**config.mk**
```make
export PLATFORM = sky130hd
export DESIGN_NAME = dmem_arbiter
export DESIGN_NICKNAME = d
export VERILOG_FILES = /design/src/rtl/dmem_arbiter.sv
export SDC_FILE = /design/constraint.sdc
export NUM_CORES = 1
export LEC_CHECK = 0
export BUFFER_PORTS_ARGS = -buffer_cell sky130_fd_sc_hd__buf_2
export CORE_AREA = 2 2 117 119
export CTS_CLUSTER_SIZE = 14
export DETAILED_ROUTE_END_ITERATION = 6
export DIE_AREA = 0 0 119 121
export GPL_ROUTABILITY_DRIVEN = 0
export PLACE_DENSITY = 0.89
export SLEW_MARGIN = 20
export SYNTH_ARGS = -nofsm -noshare
export SYNTH_HDL_FRONTEND = slang
export SYNTH_SLANG_ARGS = --single-unit
```
**constraint.sdc**
```tcl
create_clock -name CLOCK_50 -period 4.04 [get_ports CLOCK_50]
set_input_delay 0.808 -clock CLOCK_50 [delete_from_list [all_inputs] [get_ports CLOCK_50]]
set_output_delay 0.808 -clock CLOCK_50 [all_outputs]
set_load 0.005 [all_outputs]
```
**src/rtl/dmem_arbiter.sv**
```systemverilog
// Purpose: round-robin req/gnt arbiter sharing one synchronous data RAM between CPU (A) and loader (B).
// Latency: grant is combinational with req; read data/err return one cycle after acceptance.
// Backpressure: a denied requester holds its request; one transfer accepted per cycle.
// Optional: define DMEM_ARB_PERF_EN to add a_cnt/b_cnt/stall_cnt performance counters.
module dmem_arbiter #(
    parameter int DATA_W = 32,
    parameter int IDX_W  = 32,
    parameter int DEPTH  = 5300
) (
    input  logic              CLOCK_50,
    input  logic              rstn,
    input  logic              a_req,
    input  logic              a_we,
    input  logic [IDX_W-1:0]  a_idx,
    input  logic [DATA_W-1:0] a_wdata,
    output logic              a_gnt,
    output logic              a_rvalid,
    output logic [DATA_W-1:0] a_rdata,
    output logic              a_err,
    input  logic              b_req,
    input  logic              b_we,
    input  logic [IDX_W-1:0]  b_idx,
    input  logic [DATA_W-1:0] b_wdata,
    output logic              b_gnt,
    output logic              b_rvalid,
    output logic [DATA_W-1:0] b_rdata,
    output logic              b_err,
`ifdef DMEM_ARB_PERF_EN
    output logic [31:0]       a_cnt,
    output logic [31:0]       b_cnt,
    output logic [31:0]       stall_cnt,
`endif
    output logic              ram_wr_en,
    output logic [IDX_W-1:0]  ram_index,
    output logic [DATA_W-1:0] ram_entry,
    input  logic [DATA_W-1:0] ram_entry_out
);

    localparam logic [IDX_W:0] DEPTH_X = (IDX_W+1)'(DEPTH);

    // Round-robin state: 1 means the next tie goes to B. Cleared by reset so
    // the first contended cycle after reset favours the CPU.
    logic              tie_b;
    logic              a_win;
    logic              b_win;
    logic              any_win;
    logic              sel_we;
    logic [IDX_W-1:0]  sel_idx;
    logic [DATA_W-1:0] sel_wdata;
    logic              sel_in_range;
    logic [IDX_W-1:0]  idx_q;
    logic [DATA_W-1:0] wdata_q;

    // Response pipeline for the access accepted on the previous edge.
    logic              p_vld;
    logic              p_b;
    logic              p_we;
    logic              p_err;
    logic [DATA_W-1:0] rd_word;
    logic [DATA_W-1:0] a_hold;
    logic [DATA_W-1:0] b_hold;

    assign a_win   = rstn & a_req & (~b_req | ~tie_b);
    assign b_win   = rstn & b_req & (~a_req |  tie_b);
    assign any_win = a_win | b_win;
    assign a_gnt   = a_win;
    assign b_gnt   = b_win;

    assign sel_we       = b_win ? b_we    : a_we;
    assign sel_idx      = b_win ? b_idx   : a_idx;
    assign sel_wdata    = b_win ? b_wdata : a_wdata;
    assign sel_in_range = ({1'b0, sel_idx} < DEPTH_X);

    // Idle cycles keep the RAM address/data bus at its last driven value.
    assign ram_index = any_win ? sel_idx   : idx_q;
    assign ram_entry = any_win ? sel_wdata : wdata_q;
    assign ram_wr_en = any_win & sel_we & sel_in_range;

    // Out-of-range reads return zero rather than whatever the RAM presents.
    assign rd_word = p_err ? '0 : ram_entry_out;

    // Responses are gated by rstn so an in-flight read dies as soon as reset asserts.
    assign a_rvalid = rstn & p_vld & ~p_b & ~p_we;
    assign b_rvalid = rstn & p_vld &  p_b & ~p_we;
    assign a_err    = rstn & p_vld & ~p_b & p_err;
    assign b_err    = rstn & p_vld &  p_b & p_err;
    assign a_rdata  = a_rvalid ? rd_word : a_hold;
    assign b_rdata  = b_rvalid ? rd_word : b_hold;

    // Arbitration history and held RAM bus values.
    always_ff @(posedge CLOCK_50) begin
        if (!rstn) begin
            tie_b   <= 1'b0;
            idx_q   <= '0;
            wdata_q <= '0;
        end else if (any_win) begin
            tie_b   <= a_win;
            idx_q   <= sel_idx;
            wdata_q <= sel_wdata;
        end
    end

    // Capture owner/type/range of the accepted access for next-cycle response.
    always_ff @(posedge CLOCK_50) begin
        if (!rstn) begin
            p_vld <= 1'b0;
            p_b   <= 1'b0;
            p_we  <= 1'b0;
            p_err <= 1'b0;
        end else begin
            p_vld <= any_win;
            p_b   <= b_win;
            p_we  <= sel_we;
            p_err <= ~sel_in_range;
        end
    end

    // Read data holders keep rdata stable after the rvalid pulse.
    always_ff @(posedge CLOCK_50) begin
        if (!rstn) begin
            a_hold <= '0;
            b_hold <= '0;
        end else begin
            if (a_rvalid) a_hold <= rd_word;
            if (b_rvalid) b_hold <= rd_word;
        end
    end

`ifdef DMEM_ARB_PERF_EN
    // Per-port accept counters and a per-cycle stall counter, all wrapping.
    always_ff @(posedge CLOCK_50) begin
        if (!rstn) begin
            a_cnt     <= '0;
            b_cnt     <= '0;
            stall_cnt <= '0;
        end else begin
            if (a_win) a_cnt <= a_cnt + 32'd1;
            if (b_win) b_cnt <= b_cnt + 32'd1;
            if ((a_req & ~a_win) | (b_req & ~b_win)) stall_cnt <= stall_cnt + 32'd1;
        end
    end
`endif

endmodule
```
* Yosys cells after proc, flatten, opt, wreduce, memory -nomap -nowiden *
Index checks and enable logic that the tools add are counted.

storage, ports and cells
  input bits = 166
  register bits after elaboration = 133

cells by class
  bitwise gates (word level) = 22
  muxes and demuxes = 8
  order comparisons = 1

operators with widths
  cell                    count
  $mux W32                7
  $lt A32 B13 Y1 const B  1
  $and A1 B1 Y1           13
  $not A1 Y1              6
  $or A1 B1 Y1            3
  $mux W1                 1

* Longest topological paths before layout *
  depth in word-level cells = 6
  gate-level depth with buffers = 7
  depth with buffers taken out = 5

* Worst setup path before layout *
No wires, ideal clock.

  path kind = input to output
  start point = input b_idx[3]
  end point = output ram_wr_en
  slack = 1.094 ns
  arrival time = 2.138 ns
  cell stages on the path = 4
  buffers on the path = 0
  data required time = 3.232 ns
  path through = o211a_1 > o2111a_1 > or4_4 > a2111oi_2

on the way
  cells in the longest elaborated chain, start to end = 3

ends and longest elaborated chain
  what             RTL line  source
  start, declared  22        input logic [IDX_W-1:0] b_idx,
  $mux W32         70        assign sel_idx = b_win ? b_idx : a_idx;
  $lt A32 B13 Y1   72        assign sel_in_range = ({1'b0, sel_idx} < DEPTH_X);
  $and A1 B1 Y1    77        assign ram_wr_en = any_win & sel_we & sel_in_range;
  end, declared    33        output logic ram_wr_en,

No other way between the ends.

* Worst setup path in the final report *
  start point = input b_idx[25]
  end point = output ram_wr_en

The elaborated chain is that of the path after synthesis.

==> impl_metrics.json <==
{
  "ys_seq_elements": 133,
  "p_leak_uw": 0.004108,
  "worstPathArrival_ps": 2640,
  "setup_viol": 0,
  "rows": 42,
  "synthXorXnorAreaFrac_pct": 0,
  "seqPwrFrac_pct": 42.2,
  "dpl_worst_slack_ps": 605.3,
  "rsz0062_at_grt": "false",
  "synth_top_family_by_area": "simple AND/OR/NAND/NOR gates",
  "placed_area_um2": 7706,
  "synth_area_leaders": "dfxtp_1 44%, mux2i_1 11%, a211oi_1 7.9%",
  "cts-root-buf": "clkbuf_16",
  "crit_path_frequent_cell": "buf_2",
  "ir_drop_v": 0.0002387,
  "setup.worst_path.start_class": "input pin",
  "postCtsHoldBufs": 0,
  "coreArea_um2": 13090,
  "worst_setup_path_end_kind": "output port",
  "timing.slew.headroom_pct": 30.30,
  "fmax_ghz": 0.2896,
  "crit_path_top_delay_cell": "or4_4",
  "h-tree-depth": 4,
  "drive_gt1_share_pct": 34.33,
  "dp_cells": 1150,
  "outcome": "completed",
  "worst-setup-path-type": "in2out",
  "synth_compound_area_share_pct": 19.92,
  "grt_usage_pct": 23.60,
  "io_pins": 301,
  "multi_input_comb_area_um2": 3167,
  "initial_utilization_pct": 46.37,
  "drc": 0,
  "slew_violations": 0,
  "layout_worst_path_cycle_share_pct": 85.46,
  "p_clk_share_pct": 42.0,
  "cts_buffer_depth": 2,
  "drt_iter0_markers": 353,
  "post_cts_buffers": 0,
  "min_path_type": "reg2reg",
  "cts.sinks": 133,
  "synthesis.area_um2": 6067,
  "cts_resized": 0,
  "power_switching_uw": 825.8,
  "grt_overflow": 0,
  "ys_types": 32,
  "port_buffers": 300,
  "clkLatencyLatePin_ps": 420,
  "syn_inst": 722,
  "tritoncts": "built",
  "synth_fp_nets": 888,
  "clk_pin_slew_ps": 50,
  "grt_max_degree": 86,
  "die_area_um2": 14400,
  "p_comb_share_pct": 15.7,
  "grt_pass1_vias": 5636,
  "yosys.area.top_type": "dfxtp_1",
  "switching_share_pct": 24.95,
  "regArea_um2": 2663,
  "synth.avg_cell_area_um2": 8.403,
  "areaGrowthSynthToFinish_pct": 35.76,
  "worst_pin_slew_ps": 1044,
  "crit_path_cell_trace": "buf_2 > nor4_1 > nand4_1 > or4_4 > a2111oi_2 > buf_2",
  "power_density_nw_per_um2": 401.8,
  "dpl.hpwl_um": 12630,
  "synthMuxAreaShare_pct": 10.72,
  "via_per_inst": 5.209,
  "die_w_um": 119,
  "path_max_fanout": 2,
  "wire_per_inst_um": 14.54,
  "synth_fa_ha_area_share_pct": 0,
  "nFillCells": 1080,
  "fp.dieH_um": 121,
  "fin_area_um2": 8237,
  "grt_first_pass_wirelength_um": 26740,
  "skew_ps": 8.441,
  "crit_required_ps": 3230,
  "setup_tns_ps": 0,
  "n_antenna_cell": 0,
  "fin_nets": 1159,
  "fin_cells": 1178,
  "internal-power_uw": 2483,
  "antenna_found_initial": 0,
  "synth_warnings": 0,
  "min_period_ps": 3453,
  "synth_top_area_share_pct": 43.89,
  "firstDrtPassIters": 4,
  "synthSimpleGateAreaFrac_pct": 21.22,
  "fin_ws_ps": 587.4,
  "wl_um": 17130,
  "ys_seq_area_share_pct": 43.89,
  "hold_viol_final": 0,
  "ant_nets": 0,
  "slowest_delay_ps": 560,
  "cts_made_buffers": 17,
  "cap_violations": 0,
  "via_count": 6136
}
## worst max-delay path, delay by kind of cell
kind            cells  cell delay [ps]
simple gates        3             1130
buf+inv             2              280
compound gates      1              420
## cell usage after synthesis
master	number
and3_1	1
nor2_1	69
clkbuf_1	46
dfxtp_1	133
and2_1	65
buf_2	11
or4_4	1
nor3_1	1
and4_1	1
a211oi_1	64
o2111a_1	1
nand4bb_1	1
nand2_1	69
a21oi_1	65
buf_1	2
mux2i_1	65
or4_1	1
nand3_1	2
o211a_1	4
inv_1	5
o21ai_0	61
o21ai_1	3
nand4b_1	1
nor4_1	8
nand4_1	2
nor4b_1	2
o211ai_1	1
inv_2	1
o2111ai_1	1
nand2b_1	33
a2111oi_2	1
and3_2	1
## layout make-up
cell class / count / area share [%]
Multi-Input combinational cell: 524 / 38.45
Sequential cell: 133 / 32.33
Timing Repair Buffer: 311 / 19.84
Clock buffer: 23 / 5.803
Tap cell: 176 / 2.674
Clock inverter: 5 / 0.6380
Inverter: 6 / 0.2734
## power by group through the flow
stage	combinational [uW]	clock, uW	sequential, uW
6_report	520	1390	1400
5_1_grt	572	1480	1400
3_5_place_dp	517	0	1430
3_3_place_gp	510	0	1420
2_1_floorplan	279	0	1420
4_1_cts	521	1420	1400
## state kept, by name (all words and copies together) (netlist names)
name,cells
wdata_q,32
tie_b,1
p_err,1
a_hold,32
p_b,1
p_vld,1
p_we,1
b_hold,32
idx_q,32
## metal layers
metal,track usage [%],wire [um],vias up
li1,-,-,3073
met1,27.05,7111,2786
met2,40.37,8335,230
met3,5.310,1025,47
met4,13.84,655,0
met5,0,0,-
## kinds of logic after synthesis
logic type	Yosys count
AO/OA/AOI/OAI	201
AND/OR/NAND/NOR	258
multiplexers	65
buffers and inverters	65
flip-flops	133
## worst paths after layout
kind / startpoint / to / slack [ps] / depth (start not counted)
max: b_idx[25] / ram_wr_en / 590 / 6
min reg2reg: tie_b / tie_b / 530 / 1
max reg2reg: tie_b / wdata_q[27] / 2180 / 5
min: tie_b / tie_b / 530 / 1
## stage by stage
stage	hold slack (ps)	power [uW]	util [%]
global route	546.4	3455	62.95
detailed placement	507.6	1942	58.89
global placement	501.8	1932	58.89
CTS	527.4	3340	62.95
finish	525.9	3309	62.95
floorplan	484.4	1694	-
## cell usage in the layout (no fill, tap or decap), types with 2 or more instances in the layout
cell type	count
nor4b_1	2
buf_2	300
mux2i_1	65
inv_1	4
nand2_1	68
clkbuf_1	3
o21ai_0	61
dfxtp_1	133
inv_2	2
clkbuf_16	17
nand4_1	2
buf_4	7
o21ai_1	3
a21oi_1	65
clkbuf_8	3
nor4_1	8
clkinv_2	3
nor2_1	68
o211a_1	4
nand2b_1	33
buf_12	4
and2_1	65
a211oi_1	64
nand3_1	2
Note: power is estimated with default switching activity, not from simulation.
